[src/rtl/div_unit_pkg.sv]
// Shared constants and types for the multi-cycle radix-2 restoring divider.
package div_unit_pkg;

  localparam int DIV_WIDTH = 32;
  localparam int DIV_CNT_W = 6;

  // Result-ready levels
  localparam logic DIV_RESULT_READY     = 1'b1;
  localparam logic DIV_RESULT_NOT_READY = 1'b0;

  // Divider FSM state encodings (2 bits)
  localparam logic [1:0] DIV_FREE   = 2'b00;
  localparam logic [1:0] DIV_BYZERO = 2'b01;
  localparam logic [1:0] DIV_ON     = 2'b10;
  localparam logic [1:0] DIV_END    = 2'b11;

  // Decode control codes that select signed_div (DIV vs DIVU)
  localparam logic [7:0] DIV_CONTROL  = 8'b0001_1010;
  localparam logic [7:0] DIVU_CONTROL = 8'b0001_1011;

  // Operand signs captured at accept; both stay 0 for DIVU so the fix-up is a no-op
  typedef struct packed {
    logic neg_dividend;
    logic neg_divisor;
  } div_sign_t;

  // Magnitude of a two's-complement value when en=1, raw value otherwise.
  // -0x80000000 wraps to 0x80000000, which is the correct unsigned magnitude.
  function automatic logic [DIV_WIDTH-1:0] abs_val(input logic [DIV_WIDTH-1:0] v,
                                                   input logic                 en);
    return (en && v[DIV_WIDTH-1]) ? (~v + 1'b1) : v;
  endfunction

endpackage

[src/rtl/div_unit_step.sv]
// One restoring-division iteration: shift {rem,quo} left, trial-subtract divisor.
import div_unit_pkg::*;

module div_step #(
  parameter int WIDTH = DIV_WIDTH
) (
  input  logic [WIDTH-1:0] rem,
  input  logic [WIDTH-1:0] quo,
  input  logic [WIDTH-1:0] divisor,
  output logic [WIDTH-1:0] rem_n,
  output logic [WIDTH-1:0] quo_n
);

  logic [WIDTH:0] shifted;
  logic [WIDTH:0] diff;

  // 33-bit trial subtract; diff[WIDTH] set means the shifted remainder was below the divisor
  always_comb begin
    shifted = {rem, quo[WIDTH-1]};
    diff    = shifted - {1'b0, divisor};
    rem_n   = diff[WIDTH] ? shifted[WIDTH-1:0] : diff[WIDTH-1:0];
    quo_n   = {quo[WIDTH-2:0], ~diff[WIDTH]};
  end

endmodule

[src/rtl/div_unit.sv]
// Multi-cycle 32-bit radix-2 restoring divider (DIV/DIVU), responder side of the
// div_start/div_ready handshake. Dividend bits are shifted out of the quotient
// register as quotient bits shift in.
import div_unit_pkg::*;

module div_unit #(
  parameter int WIDTH = DIV_WIDTH,
  parameter int CNT_W = DIV_CNT_W
) (
  input  logic               clk,
  input  logic               rst,
  input  logic               start,
  input  logic               signed_div,
  input  logic               annul,
  input  logic [WIDTH-1:0]   opdata1,
  input  logic [WIDTH-1:0]   opdata2,
  output logic [2*WIDTH-1:0] result,
  output logic               ready
);

  logic [1:0]       state;
  logic [CNT_W-1:0] cnt;
  logic [WIDTH-1:0] rem, quo, divisor;
  logic [WIDTH-1:0] rem_n, quo_n;
  logic [WIDTH-1:0] q_fix, r_fix;
  div_sign_t        sgn;

  div_step #(.WIDTH(WIDTH)) u_step (
    .rem     (rem),
    .quo     (quo),
    .divisor (divisor),
    .rem_n   (rem_n),
    .quo_n   (quo_n)
  );

  // Sign fix-up on the final step's outputs, so result is already registered
  // when END presents ready (one cycle saved versus fixing up inside END).
  always_comb begin
    q_fix = (sgn.neg_dividend ^ sgn.neg_divisor) ? (~quo_n + 1'b1) : quo_n;
    r_fix = sgn.neg_dividend ? (~rem_n + 1'b1) : rem_n;
  end

  // Divider FSM, iteration counter and result/ready registers
  always_ff @(posedge clk or posedge rst) begin
    if (rst) begin
      state   <= DIV_FREE;
      cnt     <= '0;
      rem     <= '0;
      quo     <= '0;
      divisor <= '0;
      sgn     <= '0;
      result  <= '0;
      ready   <= DIV_RESULT_NOT_READY;
    end else begin
      ready <= DIV_RESULT_NOT_READY;
      case (state)
        DIV_FREE: begin
          if (start && !annul) begin
            sgn.neg_dividend <= signed_div & opdata1[WIDTH-1];
            sgn.neg_divisor  <= signed_div & opdata2[WIDTH-1];
            divisor          <= abs_val(opdata2, signed_div);
            quo              <= abs_val(opdata1, signed_div);
            rem              <= '0;
            cnt              <= '0;
            if (opdata2 == '0) begin
              result <= {opdata1, {WIDTH{1'b1}}};
              ready  <= DIV_RESULT_READY;
              state  <= DIV_BYZERO;
            end else begin
              state  <= DIV_ON;
            end
          end
        end
        DIV_ON: begin
          if (annul || !start) begin
            // abandoned: result keeps its previous value
            state <= DIV_FREE;
          end else begin
            rem <= rem_n;
            quo <= quo_n;
            cnt <= cnt + 1'b1;
            if (cnt == CNT_W'(WIDTH-1)) begin
              result <= {r_fix, q_fix};
              ready  <= DIV_RESULT_READY;
              state  <= DIV_END;
            end
          end
        end
        // ready is committed in these states regardless of annul
        DIV_END, DIV_BYZERO: state <= DIV_FREE;
        default:             state <= DIV_FREE;
      endcase
    end
  end

endmodule

[config.mk]
export PLATFORM = sky130hd
export DESIGN_NAME = div_unit
export DESIGN_NICKNAME = d
export VERILOG_FILES = /design/src/rtl/div_unit_pkg.sv /design/src/rtl/div_unit_step.sv /design/src/rtl/div_unit.sv
export SDC_FILE = /design/constraint.sdc
export NUM_CORES = 1
export LEC_CHECK = 0
export ABC_AREA = 1
export CAP_MARGIN = 5
export CORE_ASPECT_RATIO = 1.2
export CORE_UTILIZATION = 45
export DETAILED_ROUTE_END_ITERATION = 10
export HOLD_SLACK_MARGIN = 0.02
export PLACE_DENSITY = 0.74
export SYNTH_ARGS = -nofsm -noshare
export SYNTH_HDL_FRONTEND = slang
export SYNTH_HIERARCHICAL = 1
export SYNTH_SLANG_ARGS = --single-unit
[constraint.sdc]
create_clock -name clk -period 7 [get_ports clk]
set_clock_uncertainty 0.2 [all_clocks]
set_input_delay 1.75 -clock clk [delete_from_list [all_inputs] [get_ports clk]]
set_output_delay 1.75 -clock clk [all_outputs]
set_load 0.1 [all_outputs]
==> results by group, run 1 <==
STA
  – Setup violators final: 0
  – Fmax: 0.227 GHz
  – Fin crit period: 4.41 ns
  – RSZ-0062 raised after global routing: false
  – Setup WS post-layout: 2.59 ns
  – Setup TNS Final: 0 ns
  – Period utilization: 63.0%
  – Final Hold Viols: 0
  – Least-Margin Pin Slew: 1.06 ns
  – Slew HR: 29.6%
  – Max-slew violation count: 0

Pwr
  – Max IR drop VDD: 0.334 mV
  – PwrDens: 428 nW/µm²
  – Leakage power: 8.56 nW

Clock tree
  – Clock Pin Slew Worst Setup and Hold Paths: 0.07 ns
  – Hold buffers post-CTS: 0
  – Bufs on Longest Clock Path: 2
  – Clk sink count: 171
  – H-tree depth: 4
  – Worst skew pair latency: 0.44 ns
  – CTS tree: yes
  – Clock buffer count from CTS: 17
  – PostCTS Resize Cnt: 0
  – Clock Tree Root: clkbuf_16
  – Setup bufs post-CTS: 0

Route
  – Initial drt markers: 1232
  – Drt first pass iters: 8
  – Vias per cell: 5.33
  – Detailed Route WL: 51.8 mm
  – Vias post-DR: 15300
  – Drt wl/cell: 18.1 µm
  – DRC: 0
  – Number of routed nets with antenna violations: 0

Critical path
  – Critical path launch point type: flop
  – Crit. End Element: flop
  – Critical-path maximum fanout: 34
  – Critical Path AT: 4.58 ns
  – Crit path top cell by count: nand2_1
  – CP required: 7.17 ns
  – Max stage delay cell, worst path: fa_1
  – Crit Path Category: reg -> reg
  – Slowest stage delay, CP: 0.41 ns

Flow run
  – Max cap viols: 0

Floorplanning
  – Die Area: 32500 µm²
  – Core Rows: 71
  – Num ports: 134
  – Core area: 31400 µm²
  – Die W: 165 µm
  – Initial Util: 45.6%
  – DIE HEIGHT: 197 µm

Finish
  – Multi-input logic area: 8230 µm²
  – Seq. cell area: 4280 µm²
  – Area grow syn2layout: 13.3%
  – Filler cell count: 3318
  – Antenna diodes: 0
  – Share of cells above drive strength 1: 3.33%
  – Layout net count: 2560

Yosys
  – Top post-synthesis cells by area: dfrtp_1 (30%), nand2_1 (23%), inv_1 (8.3%)
  – Synth Warn #: 6
  – Most area-hungry cell type in the Yosys netlist: dfrtp_1
  – Yosys cell types: 46
  – Synth Cell Area: 14300 µm²
  – Net count after synthesis: 2500
  – Synth Flop Type: dfrtp_1
  – Post-synth EDFFs: 0
  – Share of the synthesized area in the top cell type: 29.9%
  – Seq/Total Area, Yosys: 29.9%
  – Syn_area_per_cell: 5.98 µm²
  – Number of synthesized register bits: 171
  – Synthesized netlist cell count: 2393
  – Post-synth ARST share: 100%

Placement
  – PortBufs: 133
  – Place WS: 2.45 ns
  – DP Wirelength: 41.1 mm
  – Routability congestion estimate: 0.974

GRT
  – Vias in the first global route: 14900
  – All-layer global routing usage: 33.0%
  – First-pass GRT wire length: 81.1 mm
  – Total gr overflow: 0
  – Initial antenna violation count: 0
  – Largest net degree at the start of global routing: 95

Outcome
  – Outcome: complete, no violations

Hold path
  – Hold Crit Class: reg -> reg
per-layer routing:
layer  part of all wire, %  up-vias  GRT usage (%)
met5                     0        -              0
met4                   8.4        0           24.7
met1                    39     6983           37.2
met2                    48      514           56.9
met3                   4.7      182           3.86
li1                      -     7594              -
cells by family (layout without fill, tap and decap cells):
family	Yosys count	count (layout)	synth area share, %
AND/OR/NAND/NOR	1451	1451	41.7
buffers and inverters	428	501	12.6
AO/OA/AOI/OAI	272	272	10.5
flip-flops	171	171	29.9
adder cells (fa/ha/maj)	38	38	3.38
XOR/XNOR	33	33	2.02
final timing paths:
check                                 start  slack (ns)  cells after the start           to
min in group asynchronous               rst        1.59                      2      quo[20]
worst min register to register  divisor[29]        0.28                      2  divisor[29]
worst max-delay path                quo[31]        2.59                     25   result[52]
worst min-delay path            divisor[29]        0.28                      2  divisor[29]
max in group asynchronous               rst        3.88                      3   result[51]
worst max register to register      quo[31]        2.59                     25   result[52]
sequential cells by signal (all words and copies together) (netlist names):
name / cells
cnt: 6
divisor: 32
quo: 32
ready: 1
rem: 32
result: 64
sgn: 2
state: 2
cell type report:
type                            instances  area share [%]
Clock buffer                           23            2.89
Sequential cell                       171            26.4
Tap cell                              401            3.09
Inverter                              323            7.52
Timing Repair Buffer                  146            8.81
Multi-Input combinational cell       1794            50.7
Clock inverter                          9           0.556
synthesized netlist by cell type (4+ instances only):
cell / n
nand2_1: 864
inv_1: 318
nor2_1: 284
nand3_1: 199
dfrtp_1: 171
o21ai_0: 135
a21oi_1: 85
clkbuf_1: 44
ha_1: 37
buf_4: 34
nand4_1: 31
xor2_1: 30
nor3_1: 20
buf_2: 17
or2_2: 15
nand3b_1: 11
o211ai_1: 10
nand2_2: 9
o21bai_1: 9
and2_1: 7
buf_6: 6
o22ai_1: 6
a31oi_1: 4
buf_1: 4
nor2_2: 4
o2111ai_1: 4
o31ai_1: 4
layout by cell type (no fill, tap or decap), types with 2 or more instances in the layout:
master | synthesis | layout
a21boi_0 | 2 | 2
a21oi_1 | 85 | 85
a21oi_2 | 2 | 2
a31oi_1 | 4 | 4
and2_1 | 7 | 7
and3_1 | 2 | 2
buf_4 | 34 | 13
clkbuf_1 | 44 | 4
clkbuf_16 | 0 | 17
clkbuf_8 | 0 | 2
clkdlybuf4s50_1 | 0 | 133
clkinv_2 | 1 | 3
clkinv_4 | 0 | 3
clkinvlp_4 | 0 | 2
dfrtp_1 | 171 | 171
ha_1 | 37 | 37
inv_1 | 318 | 316
inv_2 | 3 | 4
inv_6 | 0 | 2
nand2_1 | 864 | 864
nand2_2 | 9 | 9
nand2_4 | 3 | 3
nand3_1 | 199 | 199
nand3b_1 | 11 | 11
nand4_1 | 31 | 31
nor2_1 | 284 | 283
nor2_2 | 4 | 5
nor3_1 | 20 | 20
o2111ai_1 | 4 | 4
o211ai_1 | 10 | 10
o21a_1 | 3 | 3
o21ai_0 | 135 | 135
o21ai_1 | 2 | 2
o21bai_1 | 9 | 9
o22ai_1 | 6 | 6
o31ai_1 | 4 | 4
or2_2 | 15 | 15
xnor2_1 | 3 | 3
xor2_1 | 30 | 30
power by group:
part | leakage [nW] | switching [mW] | internal [mW]
sequential | 2.12 | 0.389 | 1.36
combinational | 6.18 | 3.19 | 1.08
clock | 0.268 | 0.420 | 0.511
total | 8.56 | 4.00 | 2.95
critical path, delay by kind of cell (launching register included):
| family | cells | cell delay (ns) |
|---|---|---|
| adders and majority gates | 3 | 0.83 |
| buffers and inverters | 3 | 0.29 |
| AOI/OAI and AO/OA | 1 | 0.26 |
| DFF | 1 | 0.39 |
| and+or+nand+nor | 18 | 2.34 |
through the flow:
step	power [mW]	area (µm²)	cells	hold slack (ns)	util, %
after detailed placement	5.97	15700	2835	0.267	49.9
after floorplan	4.85	14300	2393	0.249	-
after CTS	6.93	16200	2867	0.285	51.7
after global placement	5.94	15700	2835	0.264	49.9
after global routing	7.36	16200	2867	0.297	51.7
final	6.94	16200	2867	0.284	51.7
No activity file was read; power rests on OpenSTA's default activity.
==> inputs of run 2 (changes only) <==
==> constraint.sdc (replaced) <==
create_clock -name clk -period 4.3 [get_ports clk]
set_clock_uncertainty 0.2 [all_clocks]
set_input_delay 1.075 -clock clk [delete_from_list [all_inputs] [get_ports clk]]
set_output_delay 1.075 -clock clk [all_outputs]
set_load 0.1 [all_outputs]
==> run 2 against run 1 <==
Compared with the run above:
- via count rose by 2.3%
- worst hold slack got worse by 0.0035 ns
- die area did not move
- cell area rose by 1.4%
- flip-flop and latch count did not move
- register-to-register slack got worse by 2.3 ns
- setup slack got worse by 2.3 ns
- core utilization rose by 0.75 points
- largest power group unchanged
==> results by group, run 2 (same netlist as run 1, synthesis figures left out) <==
Clock tree
  – Clk sink count: 171
  – Bufs on Longest Clock Path: 2
  – Hold buffers post-CTS: 0
  – Clock buffer count from CTS: 17
  – Clock Pin Slew Worst Setup and Hold Paths: 0.07 ns
  – Worst skew pair latency: 0.45 ns
  – H-tree depth: 4
  – CTS tree: yes
  – Clock Tree Root: clkbuf_16

GRT
  – All-layer global routing usage: 33.8%
  – Largest net degree at the start of global routing: 88
  – First-pass GRT wire length: 82.9 mm
  – GR peak layer: met2
  – Total gr overflow: 0
  – Grt met3 use: 3.80%
  – Vias in the first global route: 15000
  – Routing usage on met1: 38.8%
  – Global-route met2 utilization: 58.4%
  – Initial antenna violation count: 0

Pwr
  – Leakage power: 8.67 nW
  – PwrDens: 692 nW/µm²
  – Max IR drop VDD: 0.569 mV

Critical path
  – RR Startpoint: quo[31]
  – Slowest stage delay, CP: 0.41 ns
  – Critical Path AT: 4.16 ns
  – Max stage delay cell, worst path: fa_1
  – Crit path top cell by count: nand2_1
  – CP required: 4.48 ns
  – Crit path to: result[54]
  – Critical-path maximum fanout: 17
  – WP buf/inv: 2
  – Crit Path Category: reg -> reg
  – Reg2reg path depth: 24
  – Stages on worst setup path: 24
  – R2R setup slack: 0.32 ns
  – Cells along the critical path: inv_1, ha_1, fa_1, inv_1, nand2_1, nand2_1, nand3_1, nand2_2, nand2_1, nand2_2, nand2_2, nand3_2, nand2_8, nand2_1, nand2_1, nor2_1, nand2_1, nor2_1, nand3_1, nand3_1, nand2_1, nor2_1, nor2_1, nor2_1
  – Crit. End Element: flop
  – Crit. Startpoint: quo[31]
  – Critical path launch point type: flop
  – Crit path max-delay family: simple AND/OR/NAND/NOR gates
  – Crit Reg-Reg Endpoint: result[54]

Finish
  – Area grow syn2layout: 15.0%
  – Commonest non-fill, non-tap cells in the layout: nand2_1 (863), inv_1 (316), nor2_1 (281), nand3_1 (197), dfrtp_1 (171)
  – Layout net count: 2574
  – Share of cells above drive strength 1: 4.23%
  – Leading cell type in the layout, fill and taps excluded: nand2_1
  – Largest Register: result
  – Post-Layout Cell Count: 2882
  – Max FFs per register: 64

Route
  – Vias post-DR: 15600
  – Initial drt markers: 1450
  – Drt wl/cell: 18.6 µm
  – Number of routed nets with antenna violations: 0
  – DRC: 0
  – Drt first pass iters: 5
  – Vias per cell: 5.42
  – Detailed Route WL: 53.6 mm

STA
  – Fin crit period: 3.98 ns
  – Final Hold Viols: 0
  – Least-Margin Pin Slew: 1.01 ns
  – Setup violators final: 0
  – Max-slew violation count: 0
  – Slew HR: 32.6%
  – Fmax: 0.251 GHz
  – Setup TNS Final: 0 ns
  – Period utilization: 92.5%
  – RSZ-0062 raised after global routing: false
  – Worst hold margin: 0.281 ns

Floorplanning
  – Die Area: 32500 µm²
  – Core Rows: 71
  – Num ports: 134
  – Core area: 31400 µm²
  – DIE HEIGHT: 197 µm
  – Die W: 165 µm
  – Initial Util: 45.6%

Placement
  – Routability congestion estimate: 0.988
  – PortBufs: 133
  – Dpl cells: 2846
  – DP Wirelength: 42.1 mm

Hold path
  – Hold Crit Class: reg -> reg

Flow run
  – Max cap viols: 0

Outcome
  – Outcome: complete, no violations
## run 2: changes by cell type in the layout (fill, tap and decap cells not counted), sizes merged
cell and change:
buf +12, clkbuf -2, clkinv -1, clkinvlp +1
diode +1, inv +2, nand2 +2
## run 2: per-layer routing
layer,wire length (µm),up-vias
met5,0,-
met4,3970,0
met3,3160,150
met2,26300,591
met1,20200,7244
li1,-,7642
## run 2: area by class of cell
cell class / count / area, µm²
antenna: 1 / 2.50
clock buffer: 21 / 480
clock inverter: 11 / 108
fill: 3279 / 14900
inverter: 323 / 1220
multi-input combinational: 1796 / 8290
sequential: 171 / 4280
tap: 401 / 502
timing repair buffer: 158 / 1570
## run 2: worst min path at each step
stage                           from         end  slack [ns]  cells past startpoint
final                     result[46]  result[46]        0.28                      2
after global routing      result[37]  result[37]        0.30                      2
after CTS                 result[46]  result[46]        0.28                      2
after detailed placement  result[25]  result[25]        0.26                      2
after global placement    result[26]  result[26]        0.26                      2
after floorplan           divisor[8]  divisor[8]        0.25                      2
## run 2: timing repair
action,4_1_cts,5_1_grt
resized for setup,0,8
setup endpoints to repair,0,18
setup buffers,0,1
## run 2: worst min-delay path: stages, from the launching register on
cell and delay (ns):
dfrtp_1 0.34, nand2_1 0.06, nand2_1 0.05
## run 2: report_power, final
group / internal, mW / switching (mW)
logic: 1.80 / 5.16
registers: 2.21 / 0.652
clock network: 0.866 / 0.699
## run 2: metrics by stage
stage | power, mW | utilization, % | worst slack, ns | area, µm²
3_3_place_gp | 9.67 | 50.3 | 0.308 | 15800
2_1_floorplan | 7.89 | - | 0.842 | 14300
6_report | 11.4 | 52.5 | 0.322 | 16400
5_1_grt | 12.1 | 52.4 | 0.0132 | 16400
4_1_cts | 11.3 | 52.2 | 0.198 | 16400
3_5_place_dp | 9.73 | 50.3 | 0.229 | 15800
==> inputs of run 3 (changes only) <==
--- a/config.mk
+++ b/config.mk
@@ -11,7 +11,7 @@
 export CORE_UTILIZATION = 45
 export DETAILED_ROUTE_END_ITERATION = 10
 export HOLD_SLACK_MARGIN = 0.02
-export PLACE_DENSITY = 0.74
+export PLACE_DENSITY = 0.67
 export SYNTH_ARGS = -nofsm -noshare
 export SYNTH_HDL_FRONTEND = slang
 export SYNTH_HIERARCHICAL = 1
==> run 3 against run 2 <==
Compared with the run above:
- die area stayed put
- setup slack gained 0.038 ns
- non-clock buffer count up 3
- critical path depth is 2 higher
- combinational power rose by 0.7%
- register-to-register slack improved by 0.04 ns
==> results by group, run 3 (same netlist as run 1, synthesis figures left out) <==
Hold path
  – WHS Endpoint: divisor[27]
  – Hold Crit Class: reg -> reg
  – Hold depth: 2
  – Worst Hold Launch: divisor[27]

Finish
  – Area grow syn2layout: 14.9%
  – Commonest non-fill, non-tap cells in the layout: nand2_1 (863), inv_1 (316), nor2_1 (280), nand3_1 (198), dfrtp_1 (171)
  – Layout net count: 2575
  – Max FFs per register: 64
  – Post-Layout Cell Count: 2882
  – Share of cells above drive strength 1: 4.27%
  – Largest Register: result
  – Antenna diodes: 0
  – Leading cell type in the layout, fill and taps excluded: nand2_1

Clock tree
  – Worst skew pair latency: 0.45 ns
  – Clock buffer count from CTS: 17
  – CTS tree: yes
  – H-tree depth: 4
  – Clock Tree Root: clkbuf_16
  – Clock Pin Slew Worst Setup and Hold Paths: 0.07 ns
  – Bufs on Longest Clock Path: 2
  – Hold buffers post-CTS: 0
  – Clk sink count: 171

Floorplanning
  – Num ports: 134
  – Die W: 165 µm
  – Core Rows: 71
  – Die Area: 32500 µm²
  – Initial Util: 45.6%
  – DIE HEIGHT: 197 µm
  – Core area: 31400 µm²

Critical path
  – Crit path top cell by count: nand2_1
  – R2R setup slack: 0.36 ns
  – Crit Reg-Reg Endpoint: result[62]
  – Max stage delay cell, worst path: fa_1
  – Critical-path maximum fanout: 22
  – Critical path launch point type: flop
  – Crit Path Category: reg -> reg
  – Crit path max-delay family: simple AND/OR/NAND/NOR gates
  – Critical Path AT: 4.12 ns
  – WP buf/inv: 4
  – Reg2reg path depth: 26
  – Crit. End Element: flop
  – RR Startpoint: quo[31]
  – CP required: 4.48 ns
  – Slowest stage delay, CP: 0.41 ns

GRT
  – Total gr overflow: 0
  – All-layer global routing usage: 33.2%
  – Routing usage on met1: 36.5%
  – Largest net degree at the start of global routing: 70
  – Global-route met2 utilization: 57.0%
  – Vias in the first global route: 14600
  – Grt met3 use: 3.74%
  – GR peak layer: met2
  – Initial antenna violation count: 0
  – First-pass GRT wire length: 80.3 mm

STA
  – Setup TNS Final: 0 ns
  – Final Hold Viols: 0
  – Period utilization: 91.6%
  – Max-slew violation count: 0
  – Setup violators final: 0
  – RSZ-0062 raised after global routing: false
  – Least-Margin Pin Slew: 1.03 ns
  – Slew HR: 31.4%
  – Fin crit period: 3.94 ns
  – Fmax: 0.254 GHz

Route
  – DRC: 0
  – Number of routed nets with antenna violations: 0
  – Vias per cell: 5.32
  – Drt wl/cell: 18.3 µm
  – Drt first pass iters: 5
  – Vias post-DR: 15300
  – Initial drt markers: 1209
  – Detailed Route WL: 52.8 mm

Pwr
  – Internal power component: 4.79 mW
  – Seq pwr share: 24.9%
  – PwrDens: 695 nW/µm²
  – Leakage power: 8.68 nW
  – Max IR drop VDD: 0.739 mV
  – Comb pwr share: 61.3%
  – Switching power: 6.64 mW
  – Switch share: 58.1%
  – Clock power frac: 13.8%

Placement
  – DP Wirelength: 42.2 mm
  – Dpl cells: 2850
  – Routability congestion estimate: 1.03
  – PortBufs: 133

Flow run
  – Max cap viols: 0

Outcome
  – Outcome: complete, no violations
## run 3: power groups by stage
stage	clock network (mW)	registers [mW]	logic [mW]
finish	1.58	2.85	7.01
global route	1.66	2.89	7.55
CTS	1.61	2.84	6.97
detailed placement	0	2.86	6.95
global placement	0	2.85	6.90
floorplan	0	4.63	3.26
## run 3: repair_timing
| action | 4_1_cts | 5_1_grt |
|---|---|---|
| resized for setup | 0 | 6 |
| hold endpoints to repair | 0 | 0 |
| endpoints found under the setup margin | 0 | 13 |
| setup buffers | 0 | 0 |
## run 3: stage by stage
stage          hold WS (ns)  total power [mW]  util, %  instance area (µm²)  setup slack (ns)
3_3_place_gp          0.267              9.76     50.5                15800             0.391
6_report              0.282              11.4     52.4                16400             0.360
2_1_floorplan         0.249              7.89        -                14300             0.842
3_5_place_dp          0.265              9.80     50.5                15800             0.305
4_1_cts               0.285              11.4     52.4                16400             0.277
5_1_grt               0.307              12.1     52.4                16400            0.0270
## run 3: cell type report
cell class / instances / area [µm²]
Clock inverter: 15 / 166
Timing Repair Buffer: 161 / 1600
Fill cell: 3322 / 14900
Sequential cell: 171 / 4280
Multi-Input combinational cell: 1794 / 8250
Clock buffer: 17 / 425
Inverter: 323 / 1220
Tap cell: 401 / 502
## run 3: worst max-delay path by stage
stage | startpoint | endpoint | slack [ns] | cells past startpoint
global route | quo[31] | result[59] | 0.03 | 25
finish | quo[31] | result[62] | 0.36 | 26
floorplan | rst | cnt[0] | 0.84 | 1
global placement | quo[31] | result[48] | 0.39 | 26
detailed placement | quo[31] | result[48] | 0.31 | 26
CTS | quo[31] | result[48] | 0.28 | 26
## run 3: worst register-to-register path: cells and delay by family (launching register included)
family          cells  cell delay, ns
compound gates      1            0.17
fa+ha+maj           2            0.63
simple gates       19            1.91
flops               1            0.38
buf+inv             4            0.58
## run 3: layer usage
metal,wire [µm],up-vias
met2,25400,480
met1,20300,7067
met3,2250,155
li1,-,7634
met5,0,-
met4,4870,0
